$ cat src/rtl/axil_uart_pkg.sv
// Shared constants and FSM state types for the AXI4-Lite UART register block.
// Register offsets are word indices (addr[3:2]).
package axil_uart_pkg;

  localparam logic [1:0] RX_OFS   = 2'd0;
  localparam logic [1:0] TX_OFS   = 2'd1;
  localparam logic [1:0] STAT_OFS = 2'd2;
  localparam logic [1:0] CTRL_OFS = 2'd3;

  localparam logic [1:0] RESP_OKAY   = 2'b00;
  localparam logic [1:0] RESP_SLVERR = 2'b10;

  localparam int STAT_NEMPTY = 0;
  localparam int STAT_FULL   = 3;
  localparam int STAT_IE     = 4;
  localparam int STAT_OVR    = 5;
  localparam int CTRL_IE     = 4;

  typedef enum logic {
    W_IDLE,
    W_RESP
  } wr_state_t;

  typedef enum logic {
    R_IDLE,
    R_DATA
  } rd_state_t;

endpackage

$ cat src/rtl/axil_uart_regs.sv
// AXI4-Lite slave front-end for a UART: RX pop, TX push, STAT, CTRL, IRQ.
// Ports: S_AXI_* slave channels, RX_data/Empty/rd_uart_en (RX FIFO),
// TX_data/wr_uart_en/Full (TX FIFO), Interrupt (one-cycle pulse).
module axil_uart_regs
  import axil_uart_pkg::*;
#(
  parameter int C_S_AXI_ADDR_WIDTH = 4,
  parameter int C_S_AXI_DATA_WIDTH = 32,
  parameter int C_DATA_BITS        = 8
) (
  input  logic                              S_AXI_ACLK,
  input  logic                              S_AXI_ARESETN,
  input  logic [C_S_AXI_ADDR_WIDTH-1:0]     S_AXI_AWADDR,
  input  logic                              S_AXI_AWVALID,
  output logic                              S_AXI_AWREADY,
  input  logic [C_S_AXI_DATA_WIDTH-1:0]     S_AXI_WDATA,
  input  logic [C_S_AXI_DATA_WIDTH/8-1:0]   S_AXI_WSTRB,
  input  logic                              S_AXI_WVALID,
  output logic                              S_AXI_WREADY,
  output logic [1:0]                        S_AXI_BRESP,
  output logic                              S_AXI_BVALID,
  input  logic                              S_AXI_BREADY,
  input  logic [C_S_AXI_ADDR_WIDTH-1:0]     S_AXI_ARADDR,
  input  logic                              S_AXI_ARVALID,
  output logic                              S_AXI_ARREADY,
  output logic [C_S_AXI_DATA_WIDTH-1:0]     S_AXI_RDATA,
  output logic [1:0]                        S_AXI_RRESP,
  output logic                              S_AXI_RVALID,
  input  logic                              S_AXI_RREADY,
  output logic                              Interrupt,
  input  logic [C_DATA_BITS-1:0]            RX_data,
  input  logic                              Empty,
  output logic                              rd_uart_en,
  output logic [C_DATA_BITS-1:0]            TX_data,
  output logic                              wr_uart_en,
  input  logic                              Full
);

  wr_state_t wr_state, wr_next;
  rd_state_t rd_state, rd_next;

  logic aw_rdy, ar_rdy;
  logic aw_acc, ar_acc;
  logic ie, ovr;
  logic empty_q, full_q;

  logic [1:0] waddr, raddr;
  logic       w_push, w_ovr, w_ctrl;
  logic [1:0] w_resp;
  logic [C_S_AXI_DATA_WIDTH-1:0] r_data;

  logic unused;
  assign unused = ^{S_AXI_AWADDR, S_AXI_ARADDR, S_AXI_WDATA, S_AXI_WSTRB};

  assign waddr = S_AXI_AWADDR[3:2];
  assign raddr = S_AXI_ARADDR[3:2];

  assign aw_acc = aw_rdy & S_AXI_AWVALID & S_AXI_WVALID;
  assign ar_acc = ar_rdy & S_AXI_ARVALID;

  assign S_AXI_AWREADY = aw_rdy;
  assign S_AXI_WREADY  = aw_rdy;
  assign S_AXI_ARREADY = ar_rdy;
  assign S_AXI_BVALID  = (wr_state == W_RESP);
  assign S_AXI_RVALID  = (rd_state == R_DATA);
  assign S_AXI_RRESP   = RESP_OKAY;

  // Write-side FSM
  always_ff @(posedge S_AXI_ACLK or negedge S_AXI_ARESETN) begin
    if (!S_AXI_ARESETN) wr_state <= W_IDLE;
    else                wr_state <= wr_next;
  end

  always_comb begin
    wr_next = wr_state;
    unique case (wr_state)
      W_IDLE: if (aw_acc) wr_next = W_RESP;
      W_RESP: if (S_AXI_BREADY) wr_next = W_IDLE;
      default: wr_next = W_IDLE;
    endcase
  end

  // Write decode; Full is taken as seen in the accept cycle
  always_comb begin
    w_push = 1'b0;
    w_ovr  = 1'b0;
    w_ctrl = 1'b0;
    w_resp = RESP_OKAY;
    unique case (waddr)
      TX_OFS: begin
        if (Full) begin
          w_ovr  = 1'b1;
          w_resp = RESP_SLVERR;
        end else begin
          w_push = S_AXI_WSTRB[0];
        end
      end
      CTRL_OFS: w_ctrl = S_AXI_WSTRB[0];
      default:  w_resp = RESP_SLVERR;
    endcase
  end

  // Read-side FSM
  always_ff @(posedge S_AXI_ACLK or negedge S_AXI_ARESETN) begin
    if (!S_AXI_ARESETN) rd_state <= R_IDLE;
    else                rd_state <= rd_next;
  end

  always_comb begin
    rd_next = rd_state;
    unique case (rd_state)
      R_IDLE: if (ar_acc) rd_next = R_DATA;
      R_DATA: if (S_AXI_RREADY) rd_next = R_IDLE;
      default: rd_next = R_IDLE;
    endcase
  end

  always_comb begin
    r_data = '0;
    unique case (raddr)
      RX_OFS: if (!Empty) r_data[C_DATA_BITS-1:0] = RX_data;
      STAT_OFS: begin
        r_data[STAT_NEMPTY] = !Empty;
        r_data[STAT_FULL]   = Full;
        r_data[STAT_IE]     = ie;
        r_data[STAT_OVR]    = ovr;
      end
      CTRL_OFS: r_data[CTRL_IE] = ie;
      default: r_data = '0;
    endcase
  end

  // Ready is registered for one cycle, and only while the response
  // channel is idle, so a held response blocks new accepts.
  always_ff @(posedge S_AXI_ACLK or negedge S_AXI_ARESETN) begin
    if (!S_AXI_ARESETN) begin
      aw_rdy      <= 1'b0;
      ar_rdy      <= 1'b0;
      S_AXI_BRESP <= RESP_OKAY;
      S_AXI_RDATA <= '0;
      TX_data     <= '0;
      wr_uart_en  <= 1'b0;
      rd_uart_en  <= 1'b0;
      ie          <= 1'b0;
      ovr         <= 1'b0;
    end else begin
      aw_rdy <= !aw_rdy & (wr_state == W_IDLE)
              & S_AXI_AWVALID & S_AXI_WVALID;
      ar_rdy <= !ar_rdy & (rd_state == R_IDLE) & S_AXI_ARVALID;
      wr_uart_en <= aw_acc & w_push;
      rd_uart_en <= ar_acc & (raddr == RX_OFS) & !Empty;
      if (aw_acc) S_AXI_BRESP <= w_resp;
      if (aw_acc & w_push) TX_data <= S_AXI_WDATA[C_DATA_BITS-1:0];
      if (aw_acc & w_ctrl) ie <= S_AXI_WDATA[CTRL_IE];
      if (ar_acc) S_AXI_RDATA <= r_data;
      // Set beats the read-clear when both land together
      if (aw_acc & w_ovr)
        ovr <= 1'b1;
      else if (ar_acc & (raddr == STAT_OFS))
        ovr <= 1'b0;
    end
  end

  // Interrupt on falling Empty (data arrived) or falling Full (space freed)
  always_ff @(posedge S_AXI_ACLK or negedge S_AXI_ARESETN) begin
    if (!S_AXI_ARESETN) begin
      empty_q   <= 1'b1;
      full_q    <= 1'b0;
      Interrupt <= 1'b0;
    end else begin
      empty_q   <= Empty;
      full_q    <= Full;
      Interrupt <= ie & ((empty_q & !Empty) | (full_q & !Full));
    end
  end

endmodule

$ cat config.mk
export PLATFORM = sky130hd
export DESIGN_NAME = axil_uart_regs
export DESIGN_NICKNAME = d
export VERILOG_FILES = /design/src/rtl/axil_uart_pkg.sv /design/src/rtl/axil_uart_regs.sv
export SDC_FILE = /design/constraint.sdc
export NUM_CORES = 1
export LEC_CHECK = 0
export CAP_MARGIN = 20
export CORE_ASPECT_RATIO = 1.2
export CORE_UTILIZATION = 31
export DETAILED_ROUTE_END_ITERATION = 7
export PLACE_DENSITY = 0.79
export REMOVE_ABC_BUFFERS = 1
export SYNTH_ARGS = -nofsm -noshare
export SYNTH_HDL_FRONTEND = slang
export SYNTH_SLANG_ARGS = --single-unit
$ cat constraint.sdc
create_clock -name S_AXI_ACLK -period 1.35 [get_ports S_AXI_ACLK]
set_input_delay 0.27 -clock S_AXI_ACLK [delete_from_list [all_inputs] [get_ports S_AXI_ACLK]]
set_output_delay 0.27 -clock S_AXI_ACLK [all_outputs]
set_load 0.01 [all_outputs]
==> impl_results.md, run 1 <==
- Status: finished, final reports clean
- Total grt overflow: 0
- Total of warnings raised by yosys: 0
- CTS Root Cell: clkbuf_8
- Final worst slack: between 0.04 and 0.05 ns
- Die Ht: 72.9 um
- Synthesized instance count: 105
- Top Registers: S_AXI_RDATA x8, TX_data x8
- Power density cells: 967 nW/um2
- Ant. Diodes: 0
- CP max-delay cell: clkdlybuf4s50_1
- Overall Global Routing Usage: 0.135
- Worst Path Arrival: about 1.5 ns
- Die area: between 4000 and 5000 um2
- Core area: around 4000 um2
- RSZ-0062 raised after global routing: yes
- Cell Area, Synth: 1300 um2
- Pin count of the biggest net entering global routing: 29
- Seq/Total Area, Yosys: 0.540
- Clk Latency, worst-skew pair: roughly 0.26 ns
- Worst EP required: ~1.5 ns
- Area after DPL: between 1500 and 2000 um2
- Number of I/O pins: about 110
- Worst path cell trace: clkdlybuf4s50_1 > and3_4 > nand4_4 > mux2_2
- Max stage delay on crit path: 0.49 ns
- Post-layout min period: around 1.3 ns
- Max Root-Sink Buffers: 2
- Via count: just under 1000
- Startpoint Class: primary input
- CTS tree: done
- Final cell count without fillers: between 200 and 250
- Crit share post-route: 0.970
- Buf/Inv on CP: 1
- DRT Pass-1 Iters: 4
- Layout cell share with drive strength beyond 1: 0.218
- RD Place Congestion: 0.756
- Post-DR wirelength/cell: ~12 um
- Setup crit start: S_AXI_WVALID
- Peak Freq: 764 MHz
- Starting Density: 0.327
- Worst-path maximum fanout: 5
- Peak VDD IR: around 0.47 mV
- Area Overhead vs Synth: 53.5%
- Reg-to-Reg Start: S_AXI_AWREADY
- Synth unique cells: 27
- Final Instance Area: roughly 2000 um2
- Endpoints failing hold: 0
- Setup Crit Path Kind: primary input to flip-flop
- Leading cell type in the layout, fill and taps excluded: clkdlybuf4s50_1
- DR vias/cell: 4.24
- Routed Antenna Nets: 0
- Drc violations: 0
- Synth top area share: 0.520
- Cts bufs inserted: 3
- Area leader, netlist: dfrtp_1
- Leakage: about 1.1 nW
- Commonest non-fill, non-tap cells in the layout: clkdlybuf4s50_1, dfrtp_1, conb_1, dlygate4sd2_1, buf_4
- Hold-fix buffer count after cts: 0
- CTS Sinks: 28
- Worst hold path type: primary input to async pin
- CP Capture Type: flip-flop
- Hpwl dp: between 2000 and 2500 um
- Max-Cap Viols: 0
- Syn Area/Cell: between 10 and 15 um2
- Family with the most delay on the worst path: buffers and inverters
- Seq cells post-synth: 28
- Number of global-route vias before repair: between 900 and 1000
- # rows: 25
- Setup Viol. Count Final: 0
- # fillers: about 400
- Slew Limit Fails: 0
- NumNets Final: between 200 and 250
- Placed Cells incl. Taps: roughly 230
- Total Wirelength: around 2700 um
- Die Wd: just over 60 um
- Ranking of synthesized cells by area: dfrtp_1, buf_4, mux2_2
- First-pass GRT wire length: about 4400 um
- Worst clock skew: 0.00119 ns
- Place WS: -0.291 ns
- Detailed Route Iter0 Violations: 17
- Reg clk slew, reported paths: about 0.090 ns
- Antenna violations before repair: 0
- IO Port Bufs: 54
- H-Tree Depth: 1
## layer usage
layer  track usage  wire length, um
met4        0.0455               37
met3        0.0284              152
met5             0                0
met1         0.166             1130
met2         0.228             1430
## what timing repair did
action / CTS / global route
endpoints found under the setup margin: 28 / 8
setup buffers: 3 / 0
pin swaps: 0 / 1
gates resized for setup: 27 / 5
cloned: 1 / 0
## cell usage after synthesis (all sizes together)
cell type	n
and2	1
o22ai	1
buf	29
nor4	1
inv	5
o41ai	1
dfstp	1
a221o	1
mux2i	2
nand2b	1
mux2	9
a31oi	1
o32ai	1
and4b	1
nor3b	1
conb	1
nand2	4
nand3	1
and3	1
a22o	6
nand4	2
nor2	4
nor3	1
dfrtp	27
a21o	2
## worst paths after layout
| check | slack, ns | cells past startpoint | endpoint |
|---|---|---|---|
| setup / recovery | 0.04 | 4 | TX_data[7] |
| hold / removal | 0.34 | 2 | wr_uart_en |
| setup reg to reg | 0.06 | 4 | TX_data[7] |
| hold reg to reg | 0.49 | 1 | S_AXI_ARREADY |
| max in group asynchronous | 0.77 | 2 | empty_q |
| min in group S_AXI_ACLK | 0.49 | 1 | S_AXI_ARREADY |
## power breakdown
group,total (mW),switching [mW],internal (mW)
logic,0.445,0.200,0.245
registers,0.973,0.0486,0.925
clock network,0.510,0.249,0.261
total,1.93,0.498,1.43
## area by class of cell
type	count	area, um2	share of cell area
Clock buffer	4	55.1	0.0276
Inverter	5	18.8	0.00942
Multi-Input combinational cell	70	497	0.249
Sequential cell	28	702	0.352
Tap cell	54	67.6	0.0339
Timing Repair Buffer	72	653	0.328
## per-stage QoR
stage	power, mW	TNS, ns	utilization	hold WS, ns
floorplan	1.15	0	-	-0.0256
CTS	1.95	0	0.498	0.345
detailed placement	1.47	-4.23	0.482	0.470
global placement	1.46	-3.91	0.482	0.461
global route	2.03	0	0.502	0.346
finish	1.93	0	0.502	0.343
## cell families after synthesis
group / count (synthesis) / share of synthesized area
multiplexers: 11 / 0.0935
other: 1 / 0.00289
buffers and inverters: 34 / 0.180
AND/OR/NAND/NOR: 18 / 0.100
flip-flops: 28 / 0.540
AO/OA/AOI/OAI: 13 / 0.0829
Power figures use the tool's default switching activity.
==> run 2, diff against run 1 <==
- CAP_MARGIN: 20 -> unset
==> results of run 2 <==
Final layout, timing and power as in run 1 (identical DEF).
